**src/rtl/riscv_pkg.sv**
```systemverilog
// riscv_pkg: shared constants and types for the fetch front end.
//   XLEN_DEFAULT / ILEN_DEFAULT : default address and instruction widths
//   INST_BYTES                  : PC step between sequential instructions
//   NOP_INST                    : canonical NOP (addi x0, x0, 0)
//   fetch_entry_t               : {pc, inst} pair held in the prefetch queue
package riscv_pkg;
  localparam int XLEN_DEFAULT = 64;
  localparam int ILEN_DEFAULT = 32;
  localparam int INST_BYTES   = 4;

  localparam logic [31:0] NOP_INST = 32'h0000_0013;

  typedef struct packed {
    logic [XLEN_DEFAULT-1:0] pc;
    logic [ILEN_DEFAULT-1:0] inst;
  } fetch_entry_t;
endpackage

```
**src/rtl/fetch_fifo.sv**
```systemverilog
// fetch_fifo: DEPTH-entry synchronous FIFO with first-word fall-through.
//   clk, reset  : clock, async active-high reset
//   push_i      : write wdata_i (ignored when full)
//   pop_i       : drop the head (ignored when empty)
//   flush_i     : empty the queue; overrides push and pop
//   wdata_i     : entry to enqueue
//   rdata_o     : head entry, all zeros when empty
//   count_o     : occupancy 0..DEPTH
//   full_o      : count_o == DEPTH
//   empty_o     : count_o == 0
import riscv_pkg::*;

module fetch_fifo #(
  parameter int  DEPTH   = 4,
  parameter type entry_t = fetch_entry_t,
  localparam int AW      = $clog2(DEPTH)
) (
  input  logic          clk,
  input  logic          reset,
  input  logic          push_i,
  input  logic          pop_i,
  input  logic          flush_i,
  input  entry_t        wdata_i,
  output entry_t        rdata_o,
  output logic [AW:0]   count_o,
  output logic          full_o,
  output logic          empty_o
);
  localparam logic [AW:0] FULL_CNT = (AW+1)'(DEPTH);

  entry_t        mem_q [DEPTH];
  logic [AW-1:0] rd_ptr_q, wr_ptr_q;
  logic [AW:0]   cnt_q;
  logic          do_push, do_pop;

  assign full_o  = (cnt_q == FULL_CNT);
  assign empty_o = (cnt_q == '0);
  assign count_o = cnt_q;

  assign do_push = push_i && !full_o && !flush_i;
  assign do_pop  = pop_i && !empty_o && !flush_i;

  // Pointers are AW bits wide so they wrap on their own (DEPTH is a power of two).
  always_ff @(posedge clk or posedge reset) begin
    if (reset) begin
      rd_ptr_q <= '0;
      wr_ptr_q <= '0;
      cnt_q    <= '0;
    end else if (flush_i) begin
      rd_ptr_q <= '0;
      wr_ptr_q <= '0;
      cnt_q    <= '0;
    end else begin
      if (do_push) wr_ptr_q <= wr_ptr_q + 1'b1;
      if (do_pop)  rd_ptr_q <= rd_ptr_q + 1'b1;
      case ({do_push, do_pop})
        2'b10:   cnt_q <= cnt_q + 1'b1;
        2'b01:   cnt_q <= cnt_q - 1'b1;
        default: ;
      endcase
    end
  end

  // Storage needs no reset: occupancy alone decides what is visible.
  always_ff @(posedge clk) begin
    if (do_push) mem_q[wr_ptr_q] <= wdata_i;
  end

  assign rdata_o = empty_o ? '0 : mem_q[rd_ptr_q];
endmodule

```
**src/rtl/fetch_unit.sv**
```systemverilog
// fetch_unit: instruction-fetch front end.
//   clk, reset      : clock, async active-high reset
//   imem_req/addr   : fetch request and address (addr is the fetch PC)
//   imem_gnt/rdata  : grant; rdata valid in the granted cycle
//   redirect_valid  : flush queue, restart fetch at redirect_pc (word aligned)
//   inst_valid/ready: decode handshake on the queue head
//   inst_data/pc    : head instruction and its PC (zero when empty)
//   q_count         : queue occupancy
import riscv_pkg::*;

module fetch_unit #(
  parameter int              XLEN     = XLEN_DEFAULT,
  parameter int              ILEN     = ILEN_DEFAULT,
  parameter int              DEPTH    = 4,
  parameter logic [XLEN-1:0] RESET_PC = '0,
  localparam int             CW       = $clog2(DEPTH) + 1
) (
  input  logic            clk,
  input  logic            reset,
  output logic            imem_req,
  output logic [XLEN-1:0] imem_addr,
  input  logic            imem_gnt,
  input  logic [ILEN-1:0] imem_rdata,
  input  logic            redirect_valid,
  input  logic [XLEN-1:0] redirect_pc,
  output logic            inst_valid,
  input  logic            inst_ready,
  output logic [ILEN-1:0] inst_data,
  output logic [XLEN-1:0] inst_pc,
  output logic [CW-1:0]   q_count
);
  typedef struct packed {
    logic [XLEN-1:0] pc;
    logic [ILEN-1:0] inst;
  } entry_t;

  logic [XLEN-1:0] pc_q, pc_d;
  logic            full, empty, push, pop;
  entry_t          wentry, head;

  // Request is withheld when full regardless of a same-cycle pop, which keeps
  // the request off the pop path.
  assign imem_req   = !reset && !full && !redirect_valid;
  assign imem_addr  = pc_q;
  assign inst_valid = !empty && !redirect_valid;

  assign push = imem_req && imem_gnt;
  assign pop  = inst_valid && inst_ready;

  assign wentry = '{pc: pc_q, inst: imem_rdata};

  always_comb begin
    pc_d = pc_q;
    if (redirect_valid)
      pc_d = {redirect_pc[XLEN-1:2], 2'b00};
    else if (push)
      pc_d = pc_q + XLEN'(INST_BYTES);  // wraps modulo 2^XLEN
  end

  always_ff @(posedge clk or posedge reset) begin
    if (reset) pc_q <= RESET_PC;
    else       pc_q <= pc_d;
  end

  fetch_fifo #(
    .DEPTH   (DEPTH),
    .entry_t (entry_t)
  ) u_fifo (
    .clk     (clk),
    .reset   (reset),
    .push_i  (push),
    .pop_i   (pop),
    .flush_i (redirect_valid),
    .wdata_i (wentry),
    .rdata_o (head),
    .count_o (q_count),
    .full_o  (full),
    .empty_o (empty)
  );

  assign inst_data = head.inst;
  assign inst_pc   = head.pc;
endmodule

```
**config.mk**
```make
export PLATFORM = sky130hd
export DESIGN_NAME = fetch_unit
export DESIGN_NICKNAME = d
export VERILOG_FILES = /design/src/rtl/riscv_pkg.sv /design/src/rtl/fetch_fifo.sv /design/src/rtl/fetch_unit.sv
export SDC_FILE = /design/constraint.sdc
export NUM_CORES = 1
export LEC_CHECK = 0
export ABC_AREA = 0
export BUFFER_PORTS_ARGS = -buffer_cell sky130_fd_sc_hd__buf_2
export CORE_MARGIN = 1.5
export CORE_UTILIZATION = 35
export DETAILED_ROUTE_END_ITERATION = 16
export PLACE_DENSITY_LB_ADDON = 0.12
export SETUP_SLACK_MARGIN = 0.2
export SYNTH_ARGS = -nofsm -noshare
export SYNTH_HDL_FRONTEND = slang
export SYNTH_SLANG_ARGS = --single-unit
```
**constraint.sdc**
```tcl
create_clock -name clk -period 5.2 [get_ports clk]
set_input_delay 0.52 -clock clk [delete_from_list [all_inputs] [get_ports clk]]
set_output_delay 0.52 -clock clk [all_outputs]
set_load 0.01 [all_outputs]
```
==> results of run 1 <==
==> power breakdown <==
part	switching [mW]	internal [mW]	total [mW]	leakage, nW
logic	1.26	1.06	2.32	2.75
registers	0.235	4.04	4.28	4.23
clock network	1.38	2.07	3.45	0.781
==> cell families (layout without fill, tap and decap cells) <==
kind of cell,count (synthesis),after routing,synth area share
AO/OA/AOI/OAI,92,92,0.03239
XOR/XNOR,33,33,0.01559
buffers and inverters,76,376,0.01788
multiplexers,101,101,0.1184
AND/OR/NAND/NOR,349,349,0.1090
flip-flops,445,445,0.7021
other,1,4,0.0002023
adder cells (fa/ha/maj),6,6,0.004454
==> cell type report <==
class,instances,area (um2)
fill,4810,30220
clock buffer,71,1369
tap,688,860.8
sequential,445,13030
clock inverter,18,215.2
timing repair buffer,274,1484
multi-input combinational,585,5226
inverter,13,50.05
==> through the flow <==
| step | instance area, um2 | hold WS, ns | power [mW] | setup WS [ns] |
|---|---|---|---|---|
| floorplan | 18560 | 0.5425 | 5.727 | 0.7572 |
| global placement | 20650 | 0.5620 | 6.734 | 1.471 |
| detailed placement | 20650 | 0.5765 | 6.749 | 1.482 |
| CTS | 22230 | 0.02574 | 10.23 | 1.799 |
| global route | 22230 | 0.06818 | 10.52 | 1.708 |
| finish | 22230 | 0.03340 | 10.04 | 1.935 |
==> final timing paths <==
| path | start | end |
|---|---|---|
| max | u_fifo.rd_ptr_q[0]$_DFFE_PP0P_ | inst_pc[31] |
| min | reset | u_fifo.rd_ptr_q[1]$_DFFE_PP0P_ |
| max reg2reg | u_fifo.count_o[2]$_DFFE_PP0P_ | u_fifo.mem_q[2][67]$_DFFE_PP_ |
| min reg2reg | imem_addr[51]$_DFFE_PP0N_ | u_fifo.mem_q[2][83]$_DFFE_PP_ |
| max in group asynchronous | reset | imem_addr[60]$_DFFE_PP0N_ |
| min in group clk | redirect_pc[38] | imem_addr[38]$_DFFE_PP0N_ |
==> cell usage in the layout (no fill, tap or decap), drive strengths merged, types with 18 or more instances in the layout <==
master	count
clkbuf	71
and2	103
o21ai	38
nor2	30
nand2	71
nand4	42
xnor2	18
dfrtp	69
mux4	94
buf	274
nand3	27
edfxtp	376
==> worst register-to-register path: stages, from the launching register on <==
cell and delay [ns]:
sky130_fd_sc_hd__dfrtp_1 0.48, sky130_fd_sc_hd__or3b_1 0.27, sky130_fd_sc_hd__and4_1 0.87, sky130_fd_sc_hd__and2_4 0.73, sky130_fd_sc_hd__buf_12 0.43
==> sequential cells by signal, summed over array words and instances (netlist names) <==
name,flops
u_fifo.wr_ptr_q,2
imem_addr,62
u_fifo.count_o,3
u_fifo.rd_ptr_q,2
u_fifo.mem_q,376
==> metal layers <==
layer	part of all wire	vias to the layer above
li1	-	4864
met4	0.022	4
met3	0.050	70
met5	0.00059	-
met2	0.47	280
met1	0.45	5578
==> flow_summary.rst, run 1 <==
.. list-table::
   :header-rows: 1

   * - Metric
     - Value
   * - Run status
     - finished, final reports clean
   * - Cell types occupying the most area after synthesis
     - sky130_fd_sc_hd__edfxtp_1 61%, sky130_fd_sc_hd__mux4_2 11%, sky130_fd_sc_hd__dfrtp_1 9.3%, sky130_fd_sc_hd__and2_1 3.5%, sky130_fd_sc_hd__nand2_1 1.4%
   * - Initial core utilization
     - 0.3535
   * - Setup slack of the most critical reg-to-reg path
     - around 2.0 ns
   * - Ranking of synthesized cells by instance count
     - 376 x sky130_fd_sc_hd__edfxtp_1, 103 x sky130_fd_sc_hd__and2_1, 94 x sky130_fd_sc_hd__mux4_2
   * - Number of synthesized flops with an enable pin
     - roughly 380
   * - Kind of start point of the critical path
     - register
   * - Share of post-route cells with drive strength above 1
     - 0.3329
   * - Data arrival time at the worst-slack endpoint
     - 2.75 ns
   * - Avg Cell Area, Syn
     - 16.81 um2
   * - Biggest fanout along the worst timing path
     - 23
   * - DIE HEIGHT
     - approximately 230 um
   * - Row Count
     - 84
   * - Area of the core
     - 52450 um2
   * - Maximum achievable frequency
     - ~310 MHz
   * - Number of antenna violations at the first check in global routing
     - 2
   * - Vias per Instance
     - just over 5
   * - Setup tns final
     - 0 ns
   * - Largest net degree at the start of global routing
     - 72
   * - Met3 usage
     - 0.03259
   * - Crit path max-delay cell type
     - sky130_fd_sc_hd__dfrtp_4
   * - Peak supply drop
     - roughly 0.33 mV
   * - Synthesized instance count
     - around 1.1k
   * - Gr usage total
     - 0.1817
   * - Final setup skew
     - around 0.016 ns
   * - Count of input and output buffers
     - 259
   * - Slew of the pin with the lowest slew margin
     - between 0.9 and 1 ns
   * - Setup repair after global routing missed its margin
     - no
   * - Overall die width
     - roughly 230 um
   * - Cell with the most instances after synthesis
     - sky130_fd_sc_hd__edfxtp_1
   * - Met2 usage
     - 0.2928
   * - Gates resized, CTS repair
     - 0
   * - Placed insts
     - roughly 2k
   * - Area share of the leading cell type in the synthesized netlist
     - 0.6090
   * - Power density relative to cell area
     - 451.8 nW/um2
   * - Number of global-route vias before repair
     - 11.10k
   * - Leakage power of the design
     - approximately 7.8 nW
   * - Synth unique cells
     - 56
   * - Path category of the worst min-delay check
     - primary input to async pin
   * - I/O Pins
     - around 270
   * - WP depth
     - 4
   * - Total detailed-routing wirelength
     - approximately 49 mm
   * - Initial detailed-routing violation count
     - approximately 700
   * - Latest clock arrival within the worst-skew pair
     - between 0.5 and 0.6 ns
   * - Detailed-placement wirelength estimate
     - 30.09 mm
   * - Post-CTS repair timing setup buffer count
     - 0
   * - Number of detailed-route iterations in the first pass
     - 5
   * - Max Root-Sink Buffers
     - 3
   * - Minimum clock period
     - between 3 and 4 ns
   * - Met1 Use GR
     - 0.2521
   * - Clk Tree Root Cell
     - sky130_fd_sc_hd__clkbuf_16
   * - H-Tree Depth
     - 2
   * - Nets
     - between 1k and 1.5k
   * - Worst path bufs/invs
     - 2
   * - Routed WL per cell
     - roughly 23 um
   * - Number of cells in the finished layout apart from fillers
     - between 2k and 2.5k
   * - Sinks on Clock Net
     - 445
   * - Critical Setup Path Class
     - register to output port
   * - Clock-pin slew on the worst setup and hold paths
     - around 0.06 ns
   * - CTS tree
     - built
   * - Endpoint type of the worst setup path
     - output port
   * - Register area share after synthesis
     - 0.7021
   * - Wire length of the first global-routing pass
     - 72.72 mm
   * - Number of hold violations in the final report
     - 0
   * - Finish-stage setup viols
     - 0
   * - Predominant post-synthesis flop cell
     - sky130_fd_sc_hd__edfxtp_1
   * - Reg2Reg Depth
     - 4
   * - Inserted Clock Buffers
     - 49
   * - Combined area of all synthesized cells
     - 18540 um2
   * - Crit path max-delay family
     - flip-flops
   * - CP Data Required Time
     - around 4.7 ns
   * - Cells along the critical path
     - buf_4 > mux4_2 > and2_1 > buf_2
   * - RD Place Congestion
     - 0.7478
   * - Fraction of synthesis flops using an asynchronous set or reset pin
     - 0.1551
   * - # hold bufs at CTS
     - 0
   * - Area of the die
     - around 54000 um2
   * - Peak per-stage delay on the critical path
     - about 0.72 ns
   * - Max-slew violation count
     - 0
   * - End-of-flow core utilization
     - 0.4239
   * - Count of synthesis-stage warnings from yosys
     - 0
   * - Synthesized flop and latch total
     - about 450
   * - Normalized max-slew margin
     - 0.3515
   * - Number of antenna diodes
     - 0
   * - DR DRC count
     - 0
   * - GRT overflow
     - 0
   * - Count of maximum capacitance violations
     - 0
   * - Yosys top cell by area
     - sky130_fd_sc_hd__edfxtp_1
   * - Final ANT Viol Nets
     - 0
   * - Busiest metal layer after global routing
     - met2
   * - Via count
     - about 11k
   * - Fin crit share
     - 0.6279
   * - P&R area growth vs syn
     - 19.90%
Note: power is estimated with default switching activity, not from simulation.
==> inputs of run 2 (changes only) <==
==> constraint.sdc (replaced) <==
create_clock -name clk -period 3.2 [get_ports clk]
set_input_delay 0.32 -clock clk [delete_from_list [all_inputs] [get_ports clk]]
set_output_delay 0.32 -clock clk [all_outputs]
set_load 0.01 [all_outputs]
==> flow_summary.rst, run 2 (same netlist as run 1, synthesis figures left out) <==
.. list-table::
   :header-rows: 1

   * - Metric
     - Value
   * - Path category of the worst min-delay check
     - primary input to register
   * - DR top layer
     - met5
   * - Count of maximum capacitance violations
     - 0
   * - Finish-stage setup viols
     - 0
   * - Met2 routed WL
     - between 20 and 25 mm
   * - Number of antenna violations at the first check in global routing
     - 5
   * - CTS tree
     - built
   * - Biggest fanout along the worst timing path
     - 53
   * - Max-slew violation count
     - 0
   * - Nets
     - 1576
   * - Switching portion of total power
     - 0.2863
   * - Largest register FFs
     - between 300 and 400
   * - Sequential fraction of design power
     - 0.422
   * - Instance area at placement
     - approximately 21000 um2
   * - Sinks on Clock Net
     - approximately 450
   * - Endpoint type of the worst setup path
     - output port
   * - Routed WL per cell
     - about 23 um
   * - Area of the core
     - ~52000 um2
   * - Switching pwr
     - roughly 4.7 mW
   * - Number of hold violations in the final report
     - 0
   * - Power share of the combinational group
     - 0.241
   * - P&R area growth vs syn
     - 25.31%
   * - Commonest cells after routing, fill and taps aside
     - 376 x sky130_fd_sc_hd__edfxtp_1, 258 x sky130_fd_sc_hd__buf_2, 99 x sky130_fd_sc_hd__and2_1, 94 x sky130_fd_sc_hd__mux4_2, 80 x sky130_fd_sc_hd__dlygate4sd3_1
   * - Latest clock arrival within the worst-skew pair
     - 0.60 ns
   * - Worst R2R End
     - u_fifo.mem_q[3][19]$_DFFE_PP_
   * - Peak supply drop
     - around 0.35 mV
   * - Setup repair after global routing missed its margin
     - no
   * - Clock-pin slew on the worst setup and hold paths
     - 0.06 ns
   * - Clk network pwr share
     - 0.337
   * - Design internal power
     - 11.70 mW
   * - Number of global-route vias before repair
     - 11.38k
   * - # fillers
     - about 4.8k
   * - Final instance area
     - roughly 23000 um2
   * - Vias per Instance
     - 5.111
   * - Pwr Total
     - between 15 and 20 mW
   * - Overall die width
     - 233.2 um
   * - GRT overflow
     - 0
   * - Detailed-placement wirelength estimate
     - 31.48 mm
   * - DIE HEIGHT
     - between 200 and 250 um
   * - Setup tns final
     - 0 ns
   * - Run status
     - finished, final reports clean
   * - Largest net degree at the start of global routing
     - 87
   * - Placed insts
     - slightly above 2k
   * - Setup slack of the most critical reg-to-reg path
     - about 0.54 ns
   * - Row Count
     - 84
   * - DRT met1 WL
     - approximately 22 mm
   * - Hold worst-path end
     - imem_addr[57]$_DFFE_PP0N_
   * - Number of detailed-route iterations in the first pass
     - 5
   * - Initial core utilization
     - 0.3535
   * - Count of input and output buffers
     - 259
   * - Inserted Clock Buffers
     - 50
   * - Final setup skew
     - about 0.026 ns
   * - Kind of start point of the critical path
     - register
   * - Number of cells in the finished layout apart from fillers
     - about 2.2k
   * - CP Data Required Time
     - about 2.9 ns
   * - Wire length of the first global-routing pass
     - approximately 74 mm
   * - Via count
     - approximately 11k
   * - RD Place Congestion
     - around 0.78
   * - Final ANT Viol Nets
     - 0
   * - Clk Tree Root Cell
     - sky130_fd_sc_hd__clkbuf_16
   * - Max Root-Sink Buffers
     - 3
   * - Data arrival time at the worst-slack endpoint
     - between 2 and 2.5 ns
   * - Normalized max-slew margin
     - 0.3338
   * - Power density relative to cell area
     - 705.5 nW/um2
   * - Total detailed-routing wirelength
     - between 50 and 60 mm
   * - Gr usage total
     - 0.1843
   * - Most common library cell in the layout ignoring fill and taps
     - sky130_fd_sc_hd__edfxtp_1
   * - Initial detailed-routing violation count
     - slightly below 700
   * - Top reg by flops
     - u_fifo.mem_q
   * - DR DRC count
     - 0
   * - Slew of the pin with the lowest slew margin
     - roughly 1 ns
   * - Launch point of the worst reg-to-reg path
     - u_fifo.count_o[2]$_DFFE_PP0P_
   * - I/O Pins
     - approximately 270
   * - Minimum hold slack
     - 0.03167 ns
   * - Leakage power of the design
     - around 8 nW
   * - Routed wire length on met3
     - about 3.0 mm
   * - Share of post-route cells with drive strength above 1
     - 0.3220
   * - Worst hold start
     - redirect_pc[57]
   * - Area of the die
     - about 54000 um2
   * - Critical Setup Path Class
     - register to output port
   * - Minimum clock period
     - approximately 2.8 ns
   * - Maximum achievable frequency
     - between 300 and 400 MHz
   * - Cell count of the worst hold path
     - 3
   * - H-Tree Depth
     - 2
   * - Fin crit share
     - 0.8794
   * - Reg2Reg Depth
     - 4
==> run 2: worst max-delay path by stage <==
stage / end / slack, ns / from
after floorplan: u_fifo.mem_q[0][0]$_DFFE_PP_ / -0.25 / reset
after global placement: imem_addr[54]$_DFFE_PP0N_ / 0.57 / reset
after detailed placement: u_fifo.mem_q[3][29]$_DFFE_PP_ / 0.50 / u_fifo.count_o[2]$_DFFE_PP0P_
after CTS: inst_pc[48] / 0.27 / u_fifo.count_o[2]$_DFFE_PP0P_
after global routing: inst_pc[48] / 0.21 / u_fifo.count_o[0]$_DFFE_PP0P_
final: inst_pc[28] / 0.39 / u_fifo.count_o[2]$_DFFE_PP0P_
==> run 2: cell type report <==
cell class / instances / area, um2 / share of cell area
inverters: 13 / 52.55 / 0.002262
repair buffers: 374 / 2499 / 0.1075
clock buffers: 65 / 1380 / 0.05940
clock inverters: 24 / 187.7 / 0.008078
flip-flops and latches: 445 / 13030 / 0.5606
well taps: 688 / 860.8 / 0.03705
diodes: 1 / 2.502 / 0.0001077
multi-input cells: 585 / 5226 / 0.2249
==> run 2: worst max-delay path, cell delays in order, from the launching register on <==
cell and delay, ns:
sky130_fd_sc_hd__dfrtp_1 0.51, sky130_fd_sc_hd__or3_4 0.52, sky130_fd_sc_hd__buf_6 0.41, sky130_fd_sc_hd__and2_1 0.23
sky130_fd_sc_hd__buf_2 0.14
==> run 2: timing repair <==
action | 4_1_cts | 5_1_grt
setup endpoints to repair | 52 | 0
gates resized for setup | 1 | 0
hold buffers | 80 | 0
endpoints found under the hold margin | 176 | 0
buffers inserted | 1 | 0
==> run 2: layer usage <==
layer | up-vias | GRT usage
li1 | 5083 | -
met1 | 5767 | 0.2531
met2 | 294 | 0.2990
met3 | 68 | 0.03992
met4 | 6 | 0.04294
met5 | - | 0
==> run 2: through the flow <==
step,util,setup WS (ns)
global placement,0.3974,0.5671
finish,0.4430,0.3859
CTS,0.4430,0.2727
floorplan,-,-0.2505
global route,0.4430,0.2072
detailed placement,0.3974,0.5030
==> run 2: power by group through the flow <==
stage          logic (mW)  registers [mW]  clock network, mW
3_3_place_gp         3.91            7.06                  0
2_1_floorplan        2.40            6.90                  0
5_1_grt              4.34            6.96               5.92
6_report             3.95            6.92               5.52
4_1_cts              4.08            6.93               5.70
3_5_place_dp         3.93            7.08                  0
==> inputs of run 3 (changes only) <==
--- a/config.mk
+++ b/config.mk
@@ -10,7 +10,9 @@
 export CORE_MARGIN = 1.5
 export CORE_UTILIZATION = 35
 export DETAILED_ROUTE_END_ITERATION = 16
+export GPL_ROUTABILITY_DRIVEN = 0
 export PLACE_DENSITY_LB_ADDON = 0.12
+export REMOVE_ABC_BUFFERS = 1
 export SETUP_SLACK_MARGIN = 0.2
 export SYNTH_ARGS = -nofsm -noshare
 export SYNTH_HDL_FRONTEND = slang
==> flow_summary.rst, run 3 (same netlist as run 1, synthesis figures left out) <==
.. list-table::
   :header-rows: 1

   * - Metric
     - Value
   * - Number of detailed-route iterations in the first pass
     - 5
   * - Crit path max-delay cell type
     - sky130_fd_sc_hd__dfrtp_4
   * - Most common library cell in the layout ignoring fill and taps
     - sky130_fd_sc_hd__edfxtp_1
   * - Slew of the pin with the lowest slew margin
     - about 1.0 ns
   * - CTS tree
     - built
   * - CP Data Required Time
     - about 2.9 ns
   * - Number of cells in the finished layout apart from fillers
     - ~2.2k
   * - Detailed-placement wirelength estimate
     - about 30 mm
   * - Gr usage total
     - 0.1861
   * - Routed WL per cell
     - 22.84 um
   * - GRT overflow
     - 0
   * - Biggest fanout along the worst timing path
     - 34
   * - Design internal power
     - 11.50 mW
   * - Switching pwr
     - 4.765 mW
   * - Via count
     - 11.26k
   * - Reg2Reg Depth
     - 5
   * - Count of maximum capacitance violations
     - 0
   * - Nets
     - 1579
   * - Leakage power of the design
     - slightly above 8 nW
   * - Inserted Clock Buffers
     - 49
   * - Max Root-Sink Buffers
     - 3
   * - Commonest cells after routing, fill and taps aside
     - 376 x sky130_fd_sc_hd__edfxtp_1, 258 x sky130_fd_sc_hd__buf_2, 99 x sky130_fd_sc_hd__and2_1, 94 x sky130_fd_sc_hd__mux4_2, 88 x sky130_fd_sc_hd__dlygate4sd3_1
   * - Endpoint type of the worst setup path
     - output port
   * - Switching portion of total power
     - 0.2930
   * - Final instance area
     - around 23000 um2
   * - Initial core utilization
     - 0.3535
   * - Area of the core
     - approximately 52000 um2
   * - Path category of the worst min-delay check
     - primary input to register
   * - Peak supply drop
     - between 0.4 and 0.5 mV
   * - Area of the die
     - 54360 um2
   * - Clock-pin slew on the worst setup and hold paths
     - around 0.060 ns
   * - Max-slew violation count
     - 0
   * - Largest net degree at the start of global routing
     - 96
   * - Latest clock arrival within the worst-skew pair
     - about 0.60 ns
   * - Number of hold violations in the final report
     - 0
   * - Worst R2R End
     - imem_addr[59]$_DFFE_PP0N_
   * - Normalized max-slew margin
     - 0.3030
   * - Clk Tree Root Cell
     - sky130_fd_sc_hd__clkbuf_16
   * - DR DRC count
     - 0
   * - Final setup skew
     - between 0.015 and 0.02 ns
   * - Launch point of the worst path
     - u_fifo.rd_ptr_q[0]$_DFFE_PP0P_
   * - Final ANT Viol Nets
     - 0
   * - Peak per-stage delay on the critical path
     - between 0.6 and 0.7 ns
   * - End-of-flow core utilization
     - 0.4428
   * - Power share of the combinational group
     - 0.245
   * - Initial detailed-routing violation count
     - 591
   * - Number of global-route vias before repair
     - ~12k
   * - Minimum hold slack
     - 0.03701 ns
   * - Number of antenna violations at the first check in global routing
     - 3
   * - Vias per Instance
     - roughly 5
   * - Finish-stage setup viols
     - 0
   * - Wire length of the first global-routing pass
     - 74.60 mm
   * - Pwr Total
     - 16.27 mW
   * - Placed insts
     - 2021
   * - H-Tree Depth
     - 2
   * - Number of antenna diodes
     - 0
   * - I/O Pins
     - about 270
   * - Maximum achievable frequency
     - 353.9 MHz
   * - Clk network pwr share
     - 0.331
   * - Row Count
     - 84
   * - Run status
     - finished, final reports clean
   * - Instance area at placement
     - approximately 21000 um2
   * - Largest register FFs
     - roughly 380
   * - Power density relative to cell area
     - about 700 nW/um2
   * - Minimum clock period
     - between 2 and 3 ns
   * - Top reg by flops
     - u_fifo.mem_q
   * - Launch point of the worst reg-to-reg path
     - imem_addr[24]$_DFFE_PP0N_
   * - Overall die width
     - approximately 230 um
   * - Critical Setup Path Class
     - register to output port
   * - DIE HEIGHT
     - roughly 230 um
   * - WP depth
     - 4
   * - Worst Setup EP
     - inst_pc[53]
   * - Fin crit share
     - 0.8831
   * - # fillers
     - about 4.7k
   * - Setup repair after global routing missed its margin
     - no
   * - Total detailed-routing wirelength
     - about 50 mm
   * - Sequential fraction of design power
     - 0.424
   * - Sinks on Clock Net
     - around 450
   * - Cells along the critical path
     - buf_12 > mux4_2 > and2_1 > buf_2
   * - Data arrival time at the worst-slack endpoint
     - about 2.5 ns
   * - Share of post-route cells with drive strength above 1
     - 0.3170
   * - Count of input and output buffers
     - approximately 260
   * - P&R area growth vs syn
     - 25.25%
   * - Kind of start point of the critical path
     - register
   * - Worst path bufs/invs
     - 2
   * - Setup slack of the most critical reg-to-reg path
     - between 0.6 and 0.7 ns
   * - Crit path max-delay family
     - flip-flops
## run 3: cell types whose count changed in the layout (fill, tap and decap cells not counted), sizes merged
cell	change
buf	-4
bufinv	-2
diode	-1
clkinv	-4
clkbuf	+7
dlygate4sd3	+8
## run 3: worst min path at each step
stage                          startpoint  cells after the start                              to
after floorplan            redirect_valid                      1  u_fifo.wr_ptr_q[1]$_DFFE_PP0P_
after global placement    redirect_pc[47]                      3       imem_addr[47]$_DFFE_PP0N_
after detailed placement  redirect_pc[12]                      3       imem_addr[12]$_DFFE_PP0N_
after CTS                 redirect_pc[50]                      3       imem_addr[50]$_DFFE_PP0N_
after global routing      redirect_pc[50]                      3       imem_addr[50]$_DFFE_PP0N_
final                     redirect_pc[50]                      3       imem_addr[50]$_DFFE_PP0N_
## run 3: what timing repair did
item,CTS,global route
setup endpoints to repair,1,0
hold endpoints to repair,184,0
hold buffers,88,0
setup buffers,0,0
gates resized for setup,1,0
## run 3: metal layers
metal / global-route usage / part of all wire / up-vias
li1: - / - / 5084
met1: 0.2511 / 0.43 / 5836
met2: 0.3069 / 0.49 / 276
met3: 0.03748 / 0.054 / 62
met4: 0.04839 / 0.019 / 4
met5: 0 / 0.00050 / -
## run 3: area by class of cell
class | count | area [um2] | share of cell area
Sequential cell | 445 | 13030 | 0.5609
Multi-Input combinational cell | 585 | 5226 | 0.2251
Timing Repair Buffer | 378 | 2529 | 0.1089
Clock buffer | 72 | 1373 | 0.05911
Tap cell | 688 | 860.8 | 0.03707
Clock inverter | 18 | 158.9 | 0.006843
Inverter | 13 | 50.05 | 0.002155
## run 3: metrics by stage
| step | TNS (ns) | setup WS [ns] |
|---|---|---|
| finish | 0 | 0.3740 |
| global route | 0 | 0.2192 |
| CTS | 0 | 0.2709 |
| detailed placement | 0 | 0.6034 |
| global placement | 0 | 0.6325 |
| floorplan | -900.13 | -1.970 |
## run 3: power groups by stage
| stage | registers (mW) | clock network [mW] | logic [mW] |
|---|---|---|---|
| finish | 6.90 | 5.38 | 3.98 |
| global route | 6.95 | 5.75 | 4.37 |
| CTS | 6.91 | 5.54 | 4.12 |
| detailed placement | 7.03 | 0 | 4.02 |
| global placement | 7.01 | 0 | 4.01 |
| floorplan | 7.18 | 0 | 2.16 |
## run 3: tightest hold or removal path: cells and delay by family
kind | cells | cell delay (ns)
compound gates | 1 | 0.12
simple gates | 1 | 0.09
buf+inv | 1 | 0.08
